==> src/rtl/uart_sel_ctrl.sv <==
// rtl/uart_sel_ctrl.sv - UART port-select controller with debounce and idle-gated switch-over
//
// Ports:
//   clk       system clock, single domain
//   reset     synchronous active-high reset
//   sw0, sw1  raw select switches (asynchronous, bouncy)
//   tx_line   host transmit line, 1 = idle (asynchronous)
//   rx_line   selected-port receive line, 1 = idle (asynchronous)
//   s0, s1    committed select pair to the UART selector (registered)
//   pending   debounced selection differs from the committed one
//   switched  one-cycle pulse accompanying a new s1/s0 value
module uart_sel_ctrl #(
  parameter int DEBOUNCE_CYCLES = 270000,
  parameter int IDLE_CYCLES     = 28125
) (
  input  logic clk,
  input  logic reset,
  input  logic sw0,
  input  logic sw1,
  input  logic tx_line,
  input  logic rx_line,
  output logic s0,
  output logic s1,
  output logic pending,
  output logic switched
);

  localparam int DB_W   = (DEBOUNCE_CYCLES > 1) ? $clog2(DEBOUNCE_CYCLES) : 1;
  localparam int IDLE_W = $clog2(IDLE_CYCLES + 1);
  localparam logic [DB_W-1:0]   DB_MAX   = DB_W'(DEBOUNCE_CYCLES - 1);
  localparam logic [IDLE_W-1:0] IDLE_MAX = IDLE_W'(IDLE_CYCLES);

  typedef enum logic [1:0] {
    ST_ACTIVE  = 2'd0,
    ST_PENDING = 2'd1,
    ST_SWITCH  = 2'd2
  } state_t;

  logic [1:0]        sw_meta_q, sw_sync_q;
  logic [1:0]        line_meta_q, line_sync_q;
  logic [1:0]        cand_q;
  logic [DB_W-1:0]   db_cnt_q;
  logic [1:0]        deb_q;
  logic [IDLE_W-1:0] idle_cnt_q;
  logic              line_idle;
  state_t            state_q, state_d;
  logic [1:0]        sel_q, sel_d;
  logic              switched_q, switched_d;

  // Two-flop synchronizers; lines reset to idle so a reset does not look like traffic.
  always_ff @(posedge clk) begin
    if (reset) begin
      sw_meta_q   <= 2'b00;
      sw_sync_q   <= 2'b00;
      line_meta_q <= 2'b11;
      line_sync_q <= 2'b11;
    end else begin
      sw_meta_q   <= {sw1, sw0};
      sw_sync_q   <= sw_meta_q;
      line_meta_q <= {tx_line, rx_line};
      line_sync_q <= line_meta_q;
    end
  end

  // Debounce: any difference from the candidate (either bit) restarts the count.
  always_ff @(posedge clk) begin
    if (reset) begin
      cand_q   <= 2'b00;
      db_cnt_q <= '0;
      deb_q    <= 2'b00;
    end else begin
      if (sw_sync_q != cand_q) begin
        cand_q   <= sw_sync_q;
        db_cnt_q <= '0;
      end else if (db_cnt_q != DB_MAX) begin
        db_cnt_q <= db_cnt_q + 1'b1;
      end
      if (db_cnt_q == DB_MAX) begin
        deb_q <= cand_q;
      end
    end
  end

  // Idle monitor. Only a clean 1 on both lines counts as idle. The count also
  // restarts on a commit, so consecutive switch-overs are a full frame apart.
  always_ff @(posedge clk) begin
    if (reset) begin
      idle_cnt_q <= '0;
    end else if (line_sync_q != 2'b11 || state_q == ST_SWITCH) begin
      idle_cnt_q <= '0;
    end else if (idle_cnt_q != IDLE_MAX) begin
      idle_cnt_q <= idle_cnt_q + 1'b1;
    end
  end

  assign line_idle = (idle_cnt_q == IDLE_MAX);

  always_ff @(posedge clk) begin
    if (reset) begin
      state_q    <= ST_ACTIVE;
      sel_q      <= 2'b00;
      switched_q <= 1'b0;
    end else begin
      state_q    <= state_d;
      sel_q      <= sel_d;
      switched_q <= switched_d;
    end
  end

  // SWITCH commits whatever is debounced at that moment, so a change made
  // while waiting for idle is honoured without an intermediate value.
  always_comb begin
    state_d    = state_q;
    sel_d      = sel_q;
    switched_d = 1'b0;
    case (state_q)
      ST_ACTIVE: begin
        if (deb_q != sel_q) state_d = ST_PENDING;
      end
      ST_PENDING: begin
        if (deb_q == sel_q) state_d = ST_ACTIVE;
        else if (line_idle) state_d = ST_SWITCH;
      end
      ST_SWITCH: begin
        sel_d      = deb_q;
        switched_d = 1'b1;
        state_d    = ST_ACTIVE;
      end
      default: begin
        state_d = ST_ACTIVE;
      end
    endcase
  end

  assign s0       = sel_q[0];
  assign s1       = sel_q[1];
  assign pending  = (state_q != ST_ACTIVE);
  assign switched = switched_q;

endmodule

==> config.mk <==
export PLATFORM = sky130hd
export DESIGN_NAME = uart_sel_ctrl
export DESIGN_NICKNAME = d
export VERILOG_FILES = /design/src/rtl/uart_sel_ctrl.sv
export SDC_FILE = /design/constraint.sdc
export NUM_CORES = 1
export LEC_CHECK = 0
export CAP_MARGIN = 20
export CORE_UTILIZATION = 45
export CTS_CLUSTER_DIAMETER = 60
export DETAILED_ROUTE_END_ITERATION = 6
export MAX_ROUTING_LAYER = met4
export PLACE_DENSITY = 0.73
export SKIP_CTS_REPAIR_TIMING = 1
export SYNTH_ARGS = -nofsm -noshare
export SYNTH_HDL_FRONTEND = slang
export SYNTH_SLANG_ARGS = --single-unit
==> constraint.sdc <==
create_clock -name clk -period 2 [get_ports clk]
set_clock_uncertainty 0.05 [all_clocks]
set_input_delay 0.5 -clock clk [delete_from_list [all_inputs] [get_ports clk]]
set_output_delay 0.5 -clock clk [all_outputs]
set_load 0.03 [all_outputs]
==> qor_table.md, run 1 <==
| Item | This run |
|---|---|
| Critical path's largest stage delay | 0.68 ns |
| Status | complete, no violations |
| Most used standard cell by instance count after synthesis | dfxtp_1 |
| Cell class contributing the biggest share of worst-path delay | buffers and inverters |
| Critical Path Stages | 1 |
| Portion of the clock cycle consumed by the worst path in the final layout | 96.2% |
| Clock Pin Slew Worst Setup and Hold Paths | 0.10 ns |
| Hold Path Origin | line_meta_q[1]$_SDFF_PP1_ |
| CTS Sinks | 51 |
| Register area share after synthesis | 46.1% |
| Power density over the cells | 687 nW/um2 |
| Initial core utilization | 46.9% |
| Prevailing post-synth register cell | dfxtp_1 |
| Leak | 0.887 nW |
| R2r worst-path depth | 5 |
| Maximum number of pins on one net before global-route repair | 19 |
| Clock buffer depth | 2 |
| Series of cell instances along the critical path | clkdlybuf4s50_1 |
| Fill cells | 416 |
| Wire length of the first global-routing pass | 6830 um |
| Total CTS buffers | 5 |
| Vias after detailed routing | 1,791 |
| Number of maximum-capacitance constraint violations | 0 |
| Final WL | 3930 um |
| CTS root buf | clkbuf_8 |
| Fraction of layout cells with a size suffix above 1 | 11.5% |
| Die area | 5200 um2 |
| Reg-to-Reg End | db_cnt_q[18]$_SDFFE_PP0P_ |
| Count of mapped cells out of synthesis | 253 |
| End point of the worst hold path | line_sync_q[1]$_SDFF_PP1_ |
| Data arrival, critical path | 1.37 ns |
| Final weighted congestion of routability-driven global placement | 0.796 |
| Area inside the core boundary | 4720 um2 |
| Unrepaired setup endpoints after global routing | no |
| Horizontal extent of the die | 72.1 um |
| Tot Pwr | 0.00174 W |
| Synthesized flop and latch total | 51 |
| Critical path class | reg2out |
| Post-DR vias/cell | 5.31 |
| Number of DRC violations after detailed-routing iteration 0 | 73 |
| Buf/Inv on CP | 1 |
| Pre-antenna DRT Iters | 4 |
| Fraction of registers with async set or reset after synthesis | 0% |
| Slowest library cell on the worst path | clkdlybuf4s50_1 |
| Post-Synthesis Cell Area | 2210 um2 |
| Number of cells on the worst hold path | 1 |
| Min-Delay Path Class | reg2reg |
| Final nets | 278 |
| Remaining antenna violation count | 0 |
| Share of the synthesized area in the top cell type | 46.1% |
| Die Y-Extent | 72.1 um |
| Number of buffers added on ports | 9 |
| Number of antenna repair diodes | 0 |
| Final Hold Violating Endpoints | 0 |
| Endpoint kind of the worst setup timing path | output port |
| Floorplan row count | 25 |
| Clock latency at the later pin of the worst-skew pair | 0.31 ns |
| Time the worst path needs with I/O delays and setup | 1.92 ns |
| Ys Warns | 0 |
| Register-to-Register Setup Slack | 0.17 ns |
| Average routed wire per standard cell | 11.7 um |
| CTS tree | built |
| Main area contributors after synthesis | dfxtp_1 (46%), a21oi_1 (4.5%), o21ai_0 (4.1%), xnor2_1 (3.6%), xor2_1 (3.6%) |
| Final Max Slew Viols | 0 |
| Largest driver fanout on the critical path | 3 |
| Number of enable flip-flop cells after synthesis | 0 |
| Total I/O pin count | 10 |
| Type of element launching the critical path | flop |
| Synthesis-to-layout area growth | 14.1% |
| Post-DP HPWL | 2890 um |
| Number of endpoints failing setup at the final stage | 0 |
| Maximum VDD drop | 0.000446 V |
| # H-tree levels | 2 |
| Syn_area_per_cell | 8.75 um2 |
| Synth cell types | 39 |
| Via count of the first global-routing pass | 1,616 |
| Worst-margin pin slew | 0.367 ns |
| Post-route non-filler standard cell count | 337 |
| Net Count, Synth | 262 |
| Upper clock frequency limit | 520 MHz |
| Cell count after placement | 329 |
| Commonest cells post-synth | dfxtp_1 (51), a21oi_1 (20), nor2_1 (20) |
| Cell accounting for the most synthesized area | dfxtp_1 |
| Slew margin rel. | 75.5% |
| Post-route DRC | 0 |
| Total global routing overflow | 0 |
| Number of antenna violations at the first check in global routing | 0 |
| GRT Resource Usage Total | 17.1% |
| Crit Reg-Reg Startpoint | db_cnt_q[0]$_SDFFE_PP0P_ |
| Worst path required time | 1.45 ns |
[how the worst max path moves through the flow]
stage,start,end,slack [ns]
3_5_place_dp,reset,db_cnt_q[4]$_SDFFE_PP0P_,0.02
6_report,sel_q[0]$_SDFFE_PP0P_,s0,0.08
5_1_grt,sel_q[0]$_SDFFE_PP0P_,s0,0.02
2_1_floorplan,db_cnt_q[0]$_SDFFE_PP0P_,db_cnt_q[18]$_SDFFE_PP0P_,0.24
4_1_cts,state_q[0]$_SDFFE_PP0P_,pending,-0.11
3_3_place_gp,reset,db_cnt_q[4]$_SDFFE_PP0P_,0.06
[state kept, by name (all words and copies together), names as in the netlist]
signal / cells
db_cnt_q: 19
idle_cnt_q: 15
cand_q: 2
deb_q: 2
line_meta_q: 2
line_sync_q: 2
sel_q: 2
state_q: 2
sw_meta_q: 2
sw_sync_q: 2
switched: 1
[logic make-up after synthesis]
| family | after synthesis | share of synthesized area [%] |
|---|---|---|
| simple gates | 113 | 29.0 |
| flops | 51 | 46.1 |
| compound gates | 47 | 11.8 |
| buf+inv | 19 | 3.39 |
| xor+xnor | 18 | 7.12 |
| fa+ha+maj | 3 | 1.70 |
| mux | 2 | 0.905 |
[routing by layer]
metal	wire length [um]	share of wire (%)	vias to the layer above	track usage, %
met3	156	4.0	7	4.72
met2	1880	48	27	27.0
met5	0	0	-	-
met4	63	1.6	0	6.54
met1	1830	47	830	20.8
li1	-	-	927	-
[area by class of cell]
cell class,count,area [um2],area share [%]
clock buffers,5,68.8,2.72
inverters,7,26.3,1.04
well taps,67,83.8,3.32
multi-input cells,183,1120,44.2
clock inverters,3,26.3,1.04
repair buffers,21,183,7.23
flip-flops and latches,51,1020,40.4
[report_power, final]
part	switching, W	total (W)	internal [W]
sequential	0.0000129	0.00105	0.00103
clock	0.000356	0.000613	0.000258
combinational	0.0000397	0.0000771	0.0000374
[cells in the final DEF (no fill, tap or decap), drive strengths merged, types with 8 or more instances in the layout]
master / instances
o21ai: 18
a21oi: 20
dfxtp: 51
nor2: 20
nor2b: 8
nand3: 12
clkdlybuf4s50: 8
xor2: 9
inv: 9
or3: 11
nand4: 10
xnor2: 9
buf: 12
nand2: 14
[through the flow]
stage,util [%],setup TNS [ns],setup WS [ns],hold WS (ns),instance area [um2]
floorplan,-,0,0.245,0.339,2210
global placement,51.4,0,0.0593,0.348,2430
detailed placement,51.4,0,0.0188,0.352,2430
CTS,53.4,-0.106,-0.106,0.377,2520
global route,53.5,0,0.0152,0.392,2530
finish,53.5,0,0.0756,0.371,2530
Power figures use the tool's default switching activity.
==> inputs of run 2 (changes only) <==
--- a/config.mk
+++ b/config.mk
@@ -6,6 +6,7 @@
 export NUM_CORES = 1
 export LEC_CHECK = 0
 export CAP_MARGIN = 20
+export CORE_ASPECT_RATIO = 1.25
 export CORE_UTILIZATION = 45
 export CTS_CLUSTER_DIAMETER = 60
 export DETAILED_ROUTE_END_ITERATION = 6
==> qor_table.md, run 2 (synthesis gave the netlist of run 1 again) <==
| Item | This run | Delta |
|---|---|---|
| Status | complete, no violations |  |
| Switching part of the total | 22.6% | -0.92 points |
| Largest driver fanout on the critical path | 3 | unchanged |
| Via count of the first global-routing pass | 1,563 | -3.3% |
| Crit Reg-Reg Startpoint | db_cnt_q[2]$_SDFFE_PP0P_ |  |
| Endpoint kind of the worst setup timing path | output port |  |
| Clock Pin Slew Worst Setup and Hold Paths | 0.09 ns | about the same |
| Portion of total power attributed to sequential cells | 61.7% | +1.5 points |
| Post-route non-filler standard cell count | 328 | -2.7% |
| Final Max Slew Viols | 0 | unchanged |
| Slew margin rel. | 73.4% | -2.1 points |
| Average routed wire per standard cell | 12.0 um | +2.9% |
| Final nets | 276 | -0.72% |
| Leak | 0.867 nW | -2.2% |
| Post-DP HPWL | 2830 um | -1.9% |
| Pre-antenna DRT Iters | 4 | unchanged |
| Total I/O pin count | 10 | unchanged |
| Met3 wire len | 89 um | -43% |
| Hold slack | 0.365 ns | -0.00578 ns |
| Post-route DRC | 0 | unchanged |
| Number of cells on the worst hold path | 1 | unchanged |
| # H-tree levels | 2 | unchanged |
| Number of maximum-capacitance constraint violations | 0 | unchanged |
| Power density over the cells | 679 nW/um2 | -1.2% |
| Min-Delay Path Class | reg2reg |  |
| Die area | 5200 um2 | about the same |
| Fill cells | 450 | +8.2% |
| Total CTS buffers | 5 | unchanged |
| Most common cell after layout, fill and taps aside | dfxtp_1 |  |
| Met2 layer wire length in the routed design | 1960 um | +4.3% |
| Leading registers by flop count | db_cnt_q (19), idle_cnt_q (15) |  |
| Part of the power in the clock network | 33.9% | -1.4 points |
| Fraction of layout cells with a size suffix above 1 | 10.8% | -0.66 points |
| Number of DRC violations after detailed-routing iteration 0 | 72 | -1.4% |
| Internal Power | 0.00131 W | -1.2% |
| Series of cell instances along the critical path | clkdlybuf4s50_1 |  |
| Worst-margin pin slew | 0.398 ns | +0.0312 ns |
| Remaining antenna violation count | 0 | unchanged |
| R2r worst-path depth | 4 | -1 |
| GRT Resource Usage Total | 17.0% | -0.099 points |
| Uppermost layer routed | met4 |  |
| Number of antenna repair diodes | 0 | unchanged |
| Final weighted congestion of routability-driven global placement | 0.844 | +6.0% |
| Final WL | 3940 um | +0.15% |
| Max FFs per register | 19 | unchanged |
| Die Y-Extent | 80.4 um | +11% |
| Launching instance or port of the critical path | sel_q[1]$_SDFFE_PP0P_ |  |
| Maximum number of pins on one net before global-route repair | 17 | -2 |
| Type of element launching the critical path | flop |  |
| Slowest library cell on the worst path | clkdlybuf4s50_1 |  |
| Critical path class | reg2out |  |
| Upper clock frequency limit | 523 MHz | +0.72% |
| Wire length of the first global-routing pass | 6740 um | -1.3% |
| Register-to-Register Setup Slack | 0.12 ns | -0.05 ns |
| Clock buffer depth | 2 | unchanged |
| Critical path's largest stage delay | 0.69 ns | about the same |
| Post-DR vias/cell | 5.38 | +1.1% |
| Horizontal extent of the die | 64.7 um | -10% |
| Cell count after placement | 320 | -2.7% |
| Portion of the clock cycle consumed by the worst path in the final layout | 95.5% | -0.68 points |
| Total global routing overflow | 0 | unchanged |
| Clock latency at the later pin of the worst-skew pair | 0.30 ns | about the same |
| Top register by number of flip-flops | db_cnt_q |  |
| CTS tree | built |  |
| CTS root buf | clkbuf_8 |  |
| Data arrival, critical path | 1.36 ns | about the same |
| Hold Path Origin | line_meta_q[0]$_SDFF_PP1_ |  |
| Synthesis-to-layout area growth | 12.8% |  |
| Highest-count cells in the layout ignoring fill and taps | dfxtp_1 (51), a21oi_1 (20), nor2_1 (20) |  |
| Cell class contributing the biggest share of worst-path delay | buffers and inverters |  |
| End point of the worst hold path | line_sync_q[0]$_SDFF_PP1_ |  |
| Net load switching power | 0.000383 W | -6.2% |
| Worst path required time | 1.45 ns | about the same |
| Number of buffers added on ports | 9 | unchanged |
| Area inside the core boundary | 4730 um2 | +0.13% |
| Combinational fraction of design power | 4.4% | about the same |
| Final Hold Violating Endpoints | 0 | unchanged |
| Reg-to-Reg End | db_cnt_q[15]$_SDFFE_PP0P_ |  |
| Number of antenna violations at the first check in global routing | 0 | unchanged |
| Time the worst path needs with I/O delays and setup | 1.91 ns | -0.0137 ns |
| Maximum VDD drop | 0.000328 V | -26% |
| Unrepaired setup endpoints after global routing | no |  |
| Floorplan row count | 28 | +12% |
| Buf/Inv on CP | 1 | unchanged |
| Number of endpoints failing setup at the final stage | 0 | unchanged |
| Initial core utilization | 46.8% | -0.062 points |
| Met1 Routed Length | 1830 um | -0.38% |
| Vias after detailed routing | 1,763 | -1.6% |
| CTS Sinks | 51 | unchanged |
## run 2: cell types whose count changed in the layout (fill, tap and decap cells not counted), sizes merged
cell and delta:
buf -2, clkinvlp +2, inv -2
## run 2: how the worst max path moves through the flow
stage,to,slack (ns),depth (start not counted)
after floorplan,db_cnt_q[18]$_SDFFE_PP0P_,0.24,5
after global placement,db_cnt_q[4]$_SDFFE_PP0P_,0.07,4
after detailed placement,db_cnt_q[4]$_SDFFE_PP0P_,0.03,4
after CTS,pending,-0.09,2
after global routing,db_cnt_q[17]$_SDFFE_PP0P_,0.002,4
final,s1,0.09,1
## run 2: final cells by class
class,count,area (um2),area share (%)
clock buffer,5,68.8,2.76
sequential,51,1020,40.9
timing repair buffer,19,168,6.72
tap,60,75.1,3.01
multi-input combinational,183,1120,44.8
inverter,7,26.3,1.05
clock inverter,3,20.0,0.802
## run 2: power by group through the flow
stage | combinational [W] | sequential, W | clock [W]
final | 0.0000753 | 0.00105 | 0.000574
after global routing | 0.0000853 | 0.00105 | 0.000649
after CTS | 0.0000764 | 0.00105 | 0.000603
after detailed placement | 0.0000763 | 0.00107 | 0
after global placement | 0.0000745 | 0.00107 | 0
after floorplan | 0.0000498 | 0.00107 | 0
## run 2: per-stage QoR
step | TNS (ns) | setup WS, ns | area, um2 | total power (W) | util (%)
after global routing | 0 | 0.00151 | 2500 | 0.00178 | 52.8
after floorplan | 0 | 0.245 | 2210 | 0.00112 | -
after detailed placement | 0 | 0.0279 | 2400 | 0.00115 | 50.8
after CTS | -0.0931 | -0.0931 | 2490 | 0.00172 | 52.7
final | 0 | 0.0893 | 2500 | 0.00169 | 52.8
after global placement | 0 | 0.0656 | 2400 | 0.00114 | 50.8
## run 2: routing by layer
layer | track usage [%] | vias to the layer above
met5 | - | -
met4 | 6.22 | 0
met3 | 3.98 | 7
met2 | 29.2 | 12
met1 | 19.1 | 816
li1 | - | 928
